<file path="src/rtl/pipeline_ctrl.sv">
// pipeline_ctrl: per-stage instr/PC/inc_PC registers, backward stall chain, bubble insertion and front-end flush.
// One edge per stage, stall/fetch_ready combinational; PIPE_CTRL_PERF_EN adds stall/retire counters.
module pipeline_ctrl #(
  parameter int          XLEN         = 32,
  parameter int          STAGES       = 4,
  parameter int          FLUSH_STAGES = 2,
  parameter logic [31:0] NOP          = 32'h00000013
) (
  input  logic                     clk,
  input  logic                     rst,
  input  logic                     fetch_valid,
  input  logic [31:0]              fetch_instr,
  input  logic [XLEN-1:0]          fetch_pc,
  input  logic [XLEN-1:0]          fetch_inc_pc,
  output logic                     fetch_ready,
  input  logic [STAGES-1:0]        stall_req,
  input  logic                     flush,
  output logic [STAGES-1:0]        stall,
  output logic [STAGES-1:0]        stage_valid,
  output logic [32*STAGES-1:0]     stage_instr,
  output logic [XLEN*STAGES-1:0]   stage_pc,
  output logic [XLEN*STAGES-1:0]   stage_inc_pc,
  output logic [31:0]              perf_stall_cnt,
  output logic [31:0]              perf_retire_cnt
);

  logic [31:0]       instr_q [STAGES];
  logic [XLEN-1:0]   pc_q    [STAGES];
  logic [XLEN-1:0]   inc_q   [STAGES];
  logic [STAGES-1:0] valid_q;

  // Each stall bit is an independent OR over the requests at and above it, so no comb loop.
  genvar g;
  generate
    for (g = 0; g < STAGES; g++) begin : g_stage
      assign stall[g]                      = |stall_req[STAGES-1:g];
      assign stage_instr[32*g +: 32]       = instr_q[g];
      assign stage_pc[XLEN*g +: XLEN]      = pc_q[g];
      assign stage_inc_pc[XLEN*g +: XLEN]  = inc_q[g];
    end
  endgenerate

  assign fetch_ready = ~stall[0] & ~flush;
  assign stage_valid = valid_q;

  always_ff @(posedge clk or posedge rst) begin
    if (rst) begin
      valid_q <= '0;
      for (int i = 0; i < STAGES; i++) begin
        instr_q[i] <= NOP;
        pc_q[i]    <= '0;
        inc_q[i]   <= '0;
      end
    end else begin
      if (flush || (!stall[0] && !fetch_valid)) begin
        valid_q[0] <= 1'b0;
        instr_q[0] <= NOP;
      end else if (!stall[0]) begin
        valid_q[0] <= 1'b1;
        instr_q[0] <= fetch_instr;
        pc_q[0]    <= fetch_pc;
        inc_q[0]   <= fetch_inc_pc;
      end

      for (int i = 1; i < STAGES; i++) begin
        if (flush && (i < FLUSH_STAGES)) begin
          valid_q[i] <= 1'b0;
          instr_q[i] <= NOP;
        end else if (!stall[i]) begin
          // Advancing behind a held or killed predecessor: insert a bubble, PCs left as-is.
          if (stall[i-1] || (flush && ((i - 1) < FLUSH_STAGES))) begin
            valid_q[i] <= 1'b0;
            instr_q[i] <= NOP;
          end else begin
            valid_q[i] <= valid_q[i-1];
            instr_q[i] <= instr_q[i-1];
            pc_q[i]    <= pc_q[i-1];
            inc_q[i]   <= inc_q[i-1];
          end
        end
      end
    end
  end

`ifdef PIPE_CTRL_PERF_EN
  logic [31:0] stall_cnt_q;
  logic [31:0] retire_cnt_q;

  always_ff @(posedge clk or posedge rst) begin
    if (rst) begin
      stall_cnt_q  <= '0;
      retire_cnt_q <= '0;
    end else begin
      if (stall[0]) begin
        stall_cnt_q <= stall_cnt_q + 32'd1;
      end
      if (!stall[STAGES-1] && valid_q[STAGES-1]) begin
        retire_cnt_q <= retire_cnt_q + 32'd1;
      end
    end
  end

  assign perf_stall_cnt  = stall_cnt_q;
  assign perf_retire_cnt = retire_cnt_q;
`else
  assign perf_stall_cnt  = '0;
  assign perf_retire_cnt = '0;
`endif

endmodule
</file>
<file path="config.mk">
export PLATFORM = sky130hd
export DESIGN_NAME = pipeline_ctrl
export DESIGN_NICKNAME = d
export VERILOG_FILES = /design/src/rtl/pipeline_ctrl.sv
export SDC_FILE = /design/constraint.sdc
export NUM_CORES = 1
export LEC_CHECK = 0
export ABC_CLOCK_PERIOD_IN_PS = 22300
export BUFFER_PORTS_ARGS = -buffer_cell sky130_fd_sc_hd__buf_2
export CORE_AREA = 2 2 216 218
export CTS_BUF_LIST = sky130_fd_sc_hd__clkbuf_16
export CTS_CLUSTER_DIAMETER = 150
export DETAILED_ROUTE_END_ITERATION = 8
export DIE_AREA = 0 0 218 220
export GPL_ROUTABILITY_DRIVEN = 0
export PLACE_DENSITY = 0.6
export SYNTH_ARGS = -nofsm -noshare
export SYNTH_HDL_FRONTEND = slang
export SYNTH_SLANG_ARGS = --single-unit
export TNS_END_PERCENT = 20
</file>
<file path="constraint.sdc">
create_clock -name clk -period 22.3 [get_ports clk]
set_clock_uncertainty 0.2 [all_clocks]
set_input_delay 2.23 -clock clk [delete_from_list [all_inputs] [get_ports clk]]
set_output_delay 2.23 -clock clk [all_outputs]
set_load 0.05 [all_outputs]
</file>
==> results.json <==
{
  "fillers": 4415,
  "synth_cell_type_count": 28,
  "hold_buffers": 0,
  "io_buffer_count": 496,
  "seq_area_frac_synth_pct": 65.5,
  "cts_resized": 0,
  "clock_latency_ns": 0.55,
  "grt_pass1_wl_mm": 64.7,
  "track_usage_pct": 17.5,
  "crit_type": "input port to output pin",
  "firstDrtPassIters": 4,
  "vias": 10900,
  "dp.cells": 2295,
  "clk_pin_slew_ns": 0.06,
  "grt-ovfl-total": 0,
  "rsz0062_at_grt": "no",
  "syn2layout_area_growth_pct": 28.2,
  "dr_wl_met2_mm": 21.6,
  "dr.max_layer_used": "met4",
  "arrival_ns": 4.63,
  "wl_per_cell_um": 18.4,
  "powerDensity_nw_per_um2": 109,
  "cts_tree": "yes",
  "crit_slowest_cell": "buf_4",
  "finalNetCount": 1836,
  "die_area_sq_um": 48000,
  "numCtsBuffers": 42,
  "required_ns": 19.87,
  "synthCells": 1251,
  "core_sq_um": 45900,
  "final_cell_mix": "496 x buf_2, 415 x nand2_1, 376 x dfrtp_1",
  "clockBufferDepth": 3,
  "routed_wl_mm": 43.6,
  "hold_class": "register to register",
  "multi_input_area_sq_um": 4580,
  "cp.buffers_inverters": 5,
  "ys_seq_elements": 388,
  "die_w_um": 218,
  "grt_pass1_vias": 10600,
  "power.leakage_nw": 10.8,
  "drcViolationCount": 0,
  "fin_cells": 2372,
  "max_stage_delay_ns": 0.51,
  "slew_viol_final": 0,
  "cap_violations": 0,
  "layout.area.seq_sq_um": 9720,
  "syn_avg_cell_area_sq_um": 11.9,
  "cts_num_sinks": 388,
  "die_height_um": 220,
  "drt_iter0_drc": 530,
  "crit_path_end_kind": "output pin",
  "worst_pin_slew_ns": 0.926,
  "dp_hpwl_mm": 29.6,
  "ant_nets": 0,
  "fin_total_pwr_mw": 2.08,
  "max_freq_mhz": 142,
  "slew_headroom_pct": 38.2,
  "yosysTopAreaCellShare_pct": 63.4,
  "core.rowCount": 79,
  "path_cells": "buf_2, buf_4, nor4_4, buf_4, nand2b_1, inv_4, buf_2",
  "status": "finished clean",
  "post_cts_buffers": 0,
  "drt-met1-wl_mm": 17.5,
  "final.min_clock_period_ns": 7.06,
  "critPathLaunchType": "input port",
  "io-pin-count": 561,
  "synth_area_sq_um": 14800,
  "irDropWorstVdd_v": 0.0000765,
  "fin_crit_sh_pct": 31.6,
  "setup_tns_ns": 0,
  "grt_max_degree": 124,
  "n_antenna_cell": 0,
  "dp_slack_ns": 15.19,
  "placedInstanceArea_sq_um": 17700,
  "initial_core_util_pct": 32.4,
  "vias_per_cell": 4.61,
  "hold_viol_final": 0,
  "crit_fanout": 70,
  "final_common_cell": "buf_2",
  "setup_viol": 0,
  "synth_area_leaders": "dfrtp_1 63%, nand2_1 10%, mux2_2 9.2%",
  "drive_gt1_share_pct": 40.2,
  "cp_top_family": "buffers and inverters",
  "worst_slack_ns": 15.24,
  "fin_area_sq_um": 19000,
  "root_buffer": "clkbuf_16",
  "antenna_found_initial": 0,
  "dr_wl_met3_mm": 3.11,
  "ys_warn_count": 0,
  "yosysTopAreaCell": "dfrtp_1",
  "h-tree-depth": 2
}
==> sequential cells by signal, summed over array words and instances (netlist names) <==
register / count
stage_instr: 128
stage_valid: 4
stage_pc: 128
stage_inc_pc: 128
==> final cells by class <==
| class | count | share of cell area (%) |
|---|---|---|
| Timing Repair Buffer | 511 | 13.6 |
| Clock buffer | 43 | 5.65 |
| Inverter | 6 | 0.184 |
| Clock inverter | 34 | 1.39 |
| Multi-Input combinational cell | 783 | 24.1 |
| Sequential cell | 388 | 51.1 |
| Tap cell | 607 | 3.99 |
==> path summary, 6_finish.rpt <==
check	start	to	slack, ns	cells after the start
min in group asynchronous	rst	stage_pc[16]	1.60	2
min	stage_inc_pc[111]	stage_inc_pc[111]	0.27	2
max	stall_req[3]	fetch_ready	15.24	7
max in group asynchronous	rst	stage_instr[86]	17.27	5
max reg2reg	stage_pc[51]	stage_pc[51]	21.26	1
min reg2reg	stage_inc_pc[111]	stage_inc_pc[111]	0.27	2
==> synth_stat cells <==
master / instances
a21o_1: 1
a21oi_1: 2
a22o_1: 91
buf_1: 16
buf_2: 15
buf_4: 66
buf_6: 1
clkbuf_1: 39
conb_1: 1
dfrtp_1: 376
dfstp_2: 12
inv_1: 4
inv_2: 2
mux2_1: 8
mux2_2: 121
nand2_1: 415
nand2b_1: 30
nor2_1: 5
nor2b_1: 1
nor3_1: 2
nor3b_2: 1
nor4_1: 1
nor4_2: 1
o21ai_0: 31
o22a_1: 6
or3_1: 1
or3b_2: 1
or4_1: 1
==> routing by layer <==
metal  GRT usage [%]  vias to the layer above
li1                -                     5007
met4            7.03                        0
met2            29.4                      428
met5               0                        -
met3            4.25                       74
met1            21.8                     5436
==> cell families (layout without fill, tap and decap cells) <==
kind of cell	Yosys count	count (layout)	share of synthesized area (%)
flip-flops	388	388	65.5
AND/OR/NAND/NOR	459	459	12.4
other	1	64	0.0253
multiplexers	129	129	9.78
AO/OA/AOI/OAI	131	131	6.88
buffers and inverters	143	594	5.46
==> report_power, final <==
group	internal, mW	leakage (nW)	total (mW)	switching [mW]
Clock	0.396	0.704	0.677	0.281
Combinational	0.113	4.83	0.546	0.433
Sequential	0.788	5.22	0.855	0.0669
Total	1.30	10.8	2.08	0.780
==> stage by stage <==
stage | util [%] | hold WS, ns
global placement | 38.6 | 0.255
floorplan | - | 0.388
detailed placement | 38.6 | 0.258
CTS | 41.5 | 0.273
finish | 41.5 | 0.268
global route | 41.5 | 0.286
(Power assumes the default switching activity.)
